## config.mk

```make
export PLATFORM = sky130hd
export DESIGN_NAME = seq_alu
export DESIGN_NICKNAME = d
export VERILOG_FILES = /design/src/rtl/seq_alu.sv
export SDC_FILE = /design/constraint.sdc
export NUM_CORES = 1
export LEC_CHECK = 0
export CORE_MARGIN = 3
export CORE_UTILIZATION = 30
export DETAILED_ROUTE_END_ITERATION = 7
export GPL_TIMING_DRIVEN = 0
export MAX_ROUTING_LAYER = met4
export PLACE_DENSITY = 0.56
export SETUP_SLACK_MARGIN = 0.4
export SKIP_LAST_GASP = 1
export SLEW_MARGIN = 20
export SYNTH_ARGS = -nofsm -noshare
export SYNTH_HDL_FRONTEND = slang
export SYNTH_SLANG_ARGS = --single-unit
```

## constraint.sdc

```tcl
create_clock -name clk -period 7.1 [get_ports clk]
set_clock_uncertainty 0.1 [all_clocks]
set_input_delay 1.42 -clock clk [delete_from_list [all_inputs] [get_ports clk]]
set_output_delay 1.42 -clock clk [all_outputs]
set_load 0.05 [all_outputs]
```

## src/rtl/seq_alu.sv

```systemverilog
// rtl/seq_alu.sv - multi-cycle ALU: single-cycle logic/arith, iterative mul/div with start/busy/done
module seq_alu #(
  parameter int WIDTH = 16,
  parameter int CNT_W = $clog2(WIDTH) + 1
) (
  input  logic               clk,
  input  logic               rst,
  input  logic               start,
  input  logic [2:0]         ALU_FUNC,
  input  logic [WIDTH-1:0]   a,
  input  logic [WIDTH-1:0]   b,
  output logic               busy,
  output logic               done,
  output logic [2*WIDTH-1:0] out,
  output logic               OF_detect,
  output logic               div_by_zero
);

  localparam logic [2:0] OP_ADD = 3'b000;
  localparam logic [2:0] OP_SUB = 3'b001;
  localparam logic [2:0] OP_AND = 3'b010;
  localparam logic [2:0] OP_OR  = 3'b011;
  localparam logic [2:0] OP_MUL = 3'b100;
  localparam logic [2:0] OP_DIV = 3'b101;

  typedef enum logic {IDLE, CALC} state_t;

  state_t             state, next_state;
  logic [2:0]         func_q;
  logic [WIDTH-1:0]   op_a, op_b;
  // acc_hi/acc_lo: product high/low halves for mul, remainder/quotient for div
  logic [WIDTH-1:0]   acc_hi, acc_lo;
  logic [CNT_W-1:0]   cnt;
  // a short op was accepted last edge and completes on this one
  logic               pend;
  logic [2*WIDTH-1:0] out_q;
  logic               of_q, dbz_q, done_q;

  logic accept, long_op, last_iter, is_mul;
  assign accept    = start && (state == IDLE);
  assign long_op   = (ALU_FUNC == OP_MUL) || ((ALU_FUNC == OP_DIV) && (b != '0));
  assign last_iter = (cnt == CNT_W'(WIDTH - 1));
  assign is_mul    = (func_q == OP_MUL);

  // one shift-add or restoring-divide step computed from the current accumulators
  logic [WIDTH:0]   mul_sum, div_shift;
  logic [WIDTH-1:0] div_sub, iter_hi, iter_lo;
  logic             div_ge;
  always_comb begin
    mul_sum   = {1'b0, acc_hi} + (acc_lo[0] ? {1'b0, op_b} : '0);
    div_shift = {acc_hi, acc_lo[WIDTH-1]};
    div_ge    = (div_shift >= {1'b0, op_b});
    // the true difference fits in WIDTH bits whenever div_ge holds
    div_sub   = div_shift[WIDTH-1:0] - op_b;
    if (is_mul) begin
      iter_hi = mul_sum[WIDTH:1];
      iter_lo = {mul_sum[0], acc_lo[WIDTH-1:1]};
    end else begin
      iter_hi = div_ge ? div_sub : div_shift[WIDTH-1:0];
      iter_lo = {acc_lo[WIDTH-2:0], div_ge};
    end
  end

  // single-cycle results from the latched operands
  logic [WIDTH:0]     add_sum, sub_diff;
  logic [2*WIDTH-1:0] fast_out;
  logic               fast_of, fast_dbz;
  always_comb begin
    add_sum  = {1'b0, op_a} + {1'b0, op_b};
    sub_diff = {1'b0, op_a} - {1'b0, op_b};
    fast_out = '0;
    fast_of  = 1'b0;
    fast_dbz = 1'b0;
    case (func_q)
      OP_ADD: begin
        fast_out = {{WIDTH{1'b0}}, add_sum[WIDTH-1:0]};
        fast_of  = add_sum[WIDTH];
      end
      OP_SUB: begin
        fast_out = {{WIDTH{1'b0}}, sub_diff[WIDTH-1:0]};
        fast_of  = sub_diff[WIDTH];
      end
      OP_AND: fast_out = {{WIDTH{1'b0}}, op_a & op_b};
      OP_OR:  fast_out = {{WIDTH{1'b0}}, op_a | op_b};
      // only a zero divisor reaches the short path for div
      OP_DIV: begin
        fast_out = {op_a, {WIDTH{1'b1}}};
        fast_dbz = 1'b1;
      end
      default: fast_out = '0;
    endcase
  end

  // state register
  always_ff @(posedge clk) begin
    if (rst) state <= IDLE;
    else     state <= next_state;
  end

  // next-state logic
  always_comb begin
    next_state = state;
    case (state)
      IDLE: if (accept && long_op) next_state = CALC;
      CALC: if (last_iter)         next_state = IDLE;
      default: next_state = IDLE;
    endcase
  end

  // FSM outputs
  always_comb begin
    busy = (state == CALC);
  end

  // operand capture, iteration and result/flag registers
  always_ff @(posedge clk) begin
    if (rst) begin
      func_q <= '0;
      op_a   <= '0;
      op_b   <= '0;
      acc_hi <= '0;
      acc_lo <= '0;
      cnt    <= '0;
      pend   <= 1'b0;
      out_q  <= '0;
      of_q   <= 1'b0;
      dbz_q  <= 1'b0;
      done_q <= 1'b0;
    end else begin
      done_q <= 1'b0;
      if (pend) begin
        out_q  <= fast_out;
        of_q   <= fast_of;
        dbz_q  <= fast_dbz;
        done_q <= 1'b1;
        pend   <= 1'b0;
      end
      if (state == CALC) begin
        acc_hi <= iter_hi;
        acc_lo <= iter_lo;
        cnt    <= cnt + CNT_W'(1);
        if (last_iter) begin
          out_q  <= {iter_hi, iter_lo};
          of_q   <= 1'b0;
          dbz_q  <= 1'b0;
          done_q <= 1'b1;
        end
      end
      // a new accept in the same edge as a short completion overrides pend
      if (accept) begin
        func_q <= ALU_FUNC;
        op_a   <= a;
        op_b   <= b;
        acc_hi <= '0;
        acc_lo <= a;
        cnt    <= '0;
        pend   <= ~long_op;
      end
    end
  end

  assign done        = done_q;
  assign out         = out_q;
  assign OF_detect   = of_q;
  assign div_by_zero = dbz_q;

endmodule
```

* After elaboration in Yosys (flattened, before gate mapping)
Index checks and enable logic that the tools add are counted.
** Cells by class
- $add $sub $neg :: 5
- $lt $le $gt $ge :: 1
- Eq/ne operators :: 8
- Muxes and demuxes :: 24
- Bitwise logic cells :: 5
- Reductions and logical operators :: 9
** Operators with widths (count)
- $pmux W32 S5 :: 1
- $mux W16 :: 6
- $mux W32 :: 3
- $add A16 B16 Y17 :: 2
- $ge A17 B16 Y1 :: 1
- $sub A16 B16 Y17 :: 1
- $and A16 B16 Y16 :: 1
- $or A16 B16 Y16 :: 1
- $reduce_bool A16 Y1 :: 1
- $sub A16 B16 Y16 :: 1
- $eq A3 B3 Y1 const B :: 4
- $mux W1 :: 12
- $eq A3 B2 Y1 const B :: 2
- $add A5 B1 Y5 const B :: 1
- $eq A5 B4 Y1 const B :: 1
- $pmux W1 S2 :: 2
- $reduce_or A2 Y1 :: 2
- $eq A3 B1 Y1 const B :: 1
- $logic_and A1 B1 Y1 :: 3
- $logic_not A3 Y1 :: 1
- $not A1 Y1 :: 3
- $reduce_bool A2 Y1 :: 1
- $logic_or A1 B1 Y1 :: 1
** Word-level totals
- Bits in registers :: 109
- Input bits :: 38
- Output and inout bits :: 36
- Logic and storage cells :: 64

* Depth between registers and ports, before layout
- Word-level depth :: 6
- Gate-level depth with buffers :: 12
- Mapped depth without buffers :: 12

* Worst setup path before layout
Ideal clock, no wire load.
- Path type :: input to register
- Start :: in rst
- End :: reg of_q, in the netlist OF_detect
- Library setup time :: 0.063 ns
- Arrival time :: 2.726 ns
- Required time :: 6.937 ns
- Slack :: 4.212 ns
- Cell stages on the path :: 7
- Path buffers :: 2
- Path through :: nand2b_1 -> clkbuf_1 -> or2_2 -> clkbuf_1 -> nor4b_1 -> o311ai_0 -> nand3_1
** RTL lines
- start, declared :: RTL line 7 : input logic rst,
- end signal, assigned :: RTL line 133 : of_q <= fast_of;
- end, declared :: RTL line 37 : logic of_q, dbz_q, done_q;

* Worst setup path in the final report
- Start :: in b[15]
- End :: reg state, in the netlist busy
** On the way
- Cells in the longest elaborated chain, start to end :: 6
** RTL lines
- start, declared :: RTL line 11 : input logic [WIDTH-1:0] b,
- $reduce_bool A16 Y1 :: RTL line 41 : assign long_op = (ALU_FUNC == OP_MUL) || ((ALU_FUNC == OP_DIV) && (b != '0));
- $logic_and A1 B1 Y1 :: RTL line 41
- $logic_or A1 B1 Y1 :: RTL line 41
- $logic_and A1 B1 Y1 :: RTL line 104 : IDLE: if (accept && long_op) next_state = CALC;
- $mux W1 :: RTL line 104
- $pmux W1 S2 :: RTL line 103 : case (state)
- end signal, assigned :: RTL line 97 : else state <= next_state;
- end, declared :: RTL line 28 : state_t state, next_state;
Every way passes these cells.
A chain may end at the register's enable or synchronous reset.

==> results.txt <==
The kind of capture point of the worst setup path is a flip-flop. The area taken by flip-flops and latches came out at 2180 um2. The peak fanout along the critical path is 2. The max-slew violation count came out at 0.

The number of buffers created by CTS came out at 9. The initial antenna violation count is 0. The post-cts gate resize count came out at 0.

Of the synthesized area, sequential elements account for 0.255. The worst path in the final design needs a cycle of 4.10 ns, including I/O delays and setup. For the worst-skew pair, the clock arrives at the later sink with an insertion delay of 0.38 ns. The number of detailed-route iterations in the first pass came out at 7. The static power due to leakage came out at 3.82 nW. The maximum buffer depth of the clock tree came out at 2.

The number of I/O port buffers came out at 73. The clock-pin slew of the registers on the worst-case setup and hold paths is 0.09 ns. The initial standard-cell utilization of the core came out at 0.307. The clock tree from TritonCTS is yes. In the post-synthesis netlist, the biggest area contributors are dfxtp_1 25%, ha_1 13%, a21oi_1 5.8%. After the first detailed-routing iteration, the DRC count stood at 888. For the pin with the worst max-slew slack, the measured transition is 0.969 ns. The internal portion of total power is 1.08 mW. In this run the critical register-to-register path is launched from op_a[1]. Of the total power, the share spent switching nets is 0.378. The share of post-route cells with drive strength above 1 is 0.0328.

The remaining design rule violation count came out at 0. The biggest area contributor in the post-synthesis netlist is dfxtp_1. The synthesized design contains 0 enable-type register cells. Summing all multi-input logic gate instances after layout gives 5910 um2.

For hold timing, the worst endpoint is cnt[4]. The width of the chip came out at 175 um. The average instance area after synthesis is 7.78 um2. At the end of routability-driven placement, the weighted congestion stood at 0.985.

The ratio of final minimum period to clock period is 0.578. The endpoint identified for the worst register-to-register timing path is out[9]. The worst slew margin relative to its limit came out at 0.345.

The data required time of the critical path is 7.24 ns. The fraction of power consumed by the clock network is 0.311. The remaining antenna violation count came out at 0. The mapped netlist covers 8560 um2.

In this run the vertical extent of the chip is 175 um. The first-pass GRT wire length came out at 53.7 mm. The placed wire-length estimate came out at 28.4 mm. The root buffer cell chosen for the clock tree is clkbuf_16. During I/O placement, the number of pins put on the boundary was 74. The cell count after synthesis came out at 1,101. The average detailed-routed wire length per instance came out at 23.0 um. Summing internal, switching and leakage power gives 1.73 mW. Once layout is complete, the utilization of the core stands at 0.360.

The number of hold buffers added after CTS was 0. The worst hold path cell count came out at 2. The total of endpoints with negative setup slack in the final report is 0. The unique cell type count in the Yosys netlist came out at 68. For this design the ratio of total power to cell area is 172 nW/um2. The net count after synthesis came out at 1,229. After synthesis the netlist holds a flip-flop and latch count of 109. The worst path arrival time is 4.24 ns. The path class of the tightest hold or removal check is flip-flop to flip-flop. The synthesis warning total is 0.

The total setup buffers inserted after CTS came out at 0. The placeable core region came out at 27,900 um2. Across all layers, the routed design uses 8,992 vias.

The startpoint identified for the worst hold timing path is cnt[4]. The peak clock frequency supported by timing is 0.244 GHz. The overall die area is 30,600 um2.

In this run the register-to-register setup slack is 3.36 ns. The via count of the first global-routing pass came to 8,578. VDD sags by at most 0.000107 V. The depth of the worst register-to-register path came out at 10. The filler cells instantiated in the layout total 3,006.

The reported max-cap violation count is 0. The remaining global-route overflow is 0. Setup repair after global routing left no endpoint under its margin.

The number of standard-cell rows in the floorplan came out at 61. The proportion of netlist area held by the largest area contributor came out at 0.255. The run finished with clean final reports. The net load switching power came out at 0.655 mW. The part of the power in combinational logic came out at 0.297. The critical path startpoint category is a primary input.

In the global route stage, overall resource usage came out at 0.237. The post-route setup TNS came out at 0 ns. The layout overhead on the synthesized area came out at 17.5%. Among all flip-flop cells after synthesis, the most frequent one is dfxtp_1. The total number of H-tree levels is 3. The critical path in this run is classified as primary input to flip-flop. The maximum number of pins on one net before global-route repair came out at 21. In the synthesized netlist the async set-or-reset flop fraction comes to 0. The portion of total power attributed to sequential cells is 0.392. In the routed layout, each cell is associated on average with a via count of 5.73.

The routed wire length came out at 36.1 mm. The number of failing hold endpoints at the final stage was 0. The number of clock sinks came out at 109. For this run, the post-layout net count is 1,313. The number of antenna diodes came out at 0.
[cell usage in the layout (no fill, tap or decap), types with 17 or more instances in the layout]
cell type	n
dfxtp_1	109
a31oi_1	18
nand3_1	17
nor3_1	19
and2_1	21
nor2b_1	27
ha_1	86
a21oi_1	99
a21o_1	22
clkbuf_1	52
a211oi_1	57
mux2i_1	25
inv_1	58
xnor2_1	26
nand2_1	114
nor2_1	66
o21ai_0	65
clkdlybuf4s50_1	73
[cells by family (layout without fill, tap and decap cells)]
logic type	after synthesis	count (layout)	synth area share
xor+xnor	36	36	0.0368
buf+inv	124	213	0.0555
compound gates	381	381	0.295
flops	109	109	0.255
mux	28	28	0.0332
fa+ha+maj	90	90	0.135
simple gates	333	333	0.190
[synthesized netlist by cell type (11+ instances only)]
library cell / instances
nor2_1: 66
dfxtp_1: 109
nand3_1: 17
mux2i_1: 25
a22oi_1: 12
nand3b_1: 11
xnor2_1: 26
a211oi_1: 57
nor3_1: 19
a21o_1: 22
and2_1: 21
nand2b_1: 16
nor2b_1: 27
o21ai_0: 65
a221oi_1: 14
a31oi_1: 18
nand2_1: 114
o31ai_1: 12
ha_1: 86
clkbuf_1: 51
a21oi_1: 99
inv_1: 58
[critical path, cell delays in order]
cell and delay, ns:
clkdlybuf4s50_1 0.48, nor4b_1 0.88, nand4_1 0.19, nor4_1 0.78, nor3b_1 0.15, a21oi_1 0.26, nor2_1 0.07
[power groups by stage]
stage               clock, mW  sequential (mW)  combinational (mW)
global route            0.565            0.681               0.560
global placement            0            0.691               0.501
detailed placement          0            0.691               0.502
finish                  0.539            0.679               0.515
floorplan                   0            0.688               0.324
CTS                     0.544            0.678               0.505
[registers in the layout, indices dropped and copies added, names as in the netlist]
name,flops
OF_detect,1
acc_hi,16
acc_lo,16
busy,1
cnt,5
div_by_zero,1
done,1
func_q,3
op_a,16
op_b,16
out,32
pend,1
[per-layer routing]
layer  vias up  routed length, um  global-route usage
met5         -                  0                   -
met4         0               1210              0.0735
met3        64               2740              0.0298
met2       463              15200               0.348
met1      4287              16900               0.340
li1       4178                  -                   -
[how the worst max path moves through the flow]
stage	from	depth (start not counted)	slack, ns	end
floorplan	rst	7	4.21	OF_detect
global placement	b[15]	7	2.72	busy
detailed placement	b[15]	7	2.76	busy
CTS	b[15]	7	3.15	busy
global route	b[15]	7	3.02	busy
finish	b[15]	7	3.00	busy
[stage by stage]
stage / hold slack [ns] / setup WS, ns / area, um2 / instances
finish: 0.397 / 3.00 / 10100 / 1568
global route: 0.416 / 3.02 / 10100 / 1568
CTS: 0.394 / 3.15 / 10100 / 1568
detailed placement: 0.383 / 2.76 / 9770 / 1552
global placement: 0.384 / 2.72 / 9770 / 1552
floorplan: 0.361 / 4.21 / 8560 / 1101
[layout make-up]
type | instances | area share
Tap cell | 378 | 0.0470
Timing Repair Buffer | 73 | 0.0726
Multi-Input combinational cell | 868 | 0.587
Clock buffer | 10 | 0.0228
Sequential cell | 109 | 0.217
Clock inverter | 6 | 0.00647
Buffer | 65 | 0.0252
Inverter | 59 | 0.0220
(Power assumes the default switching activity.)
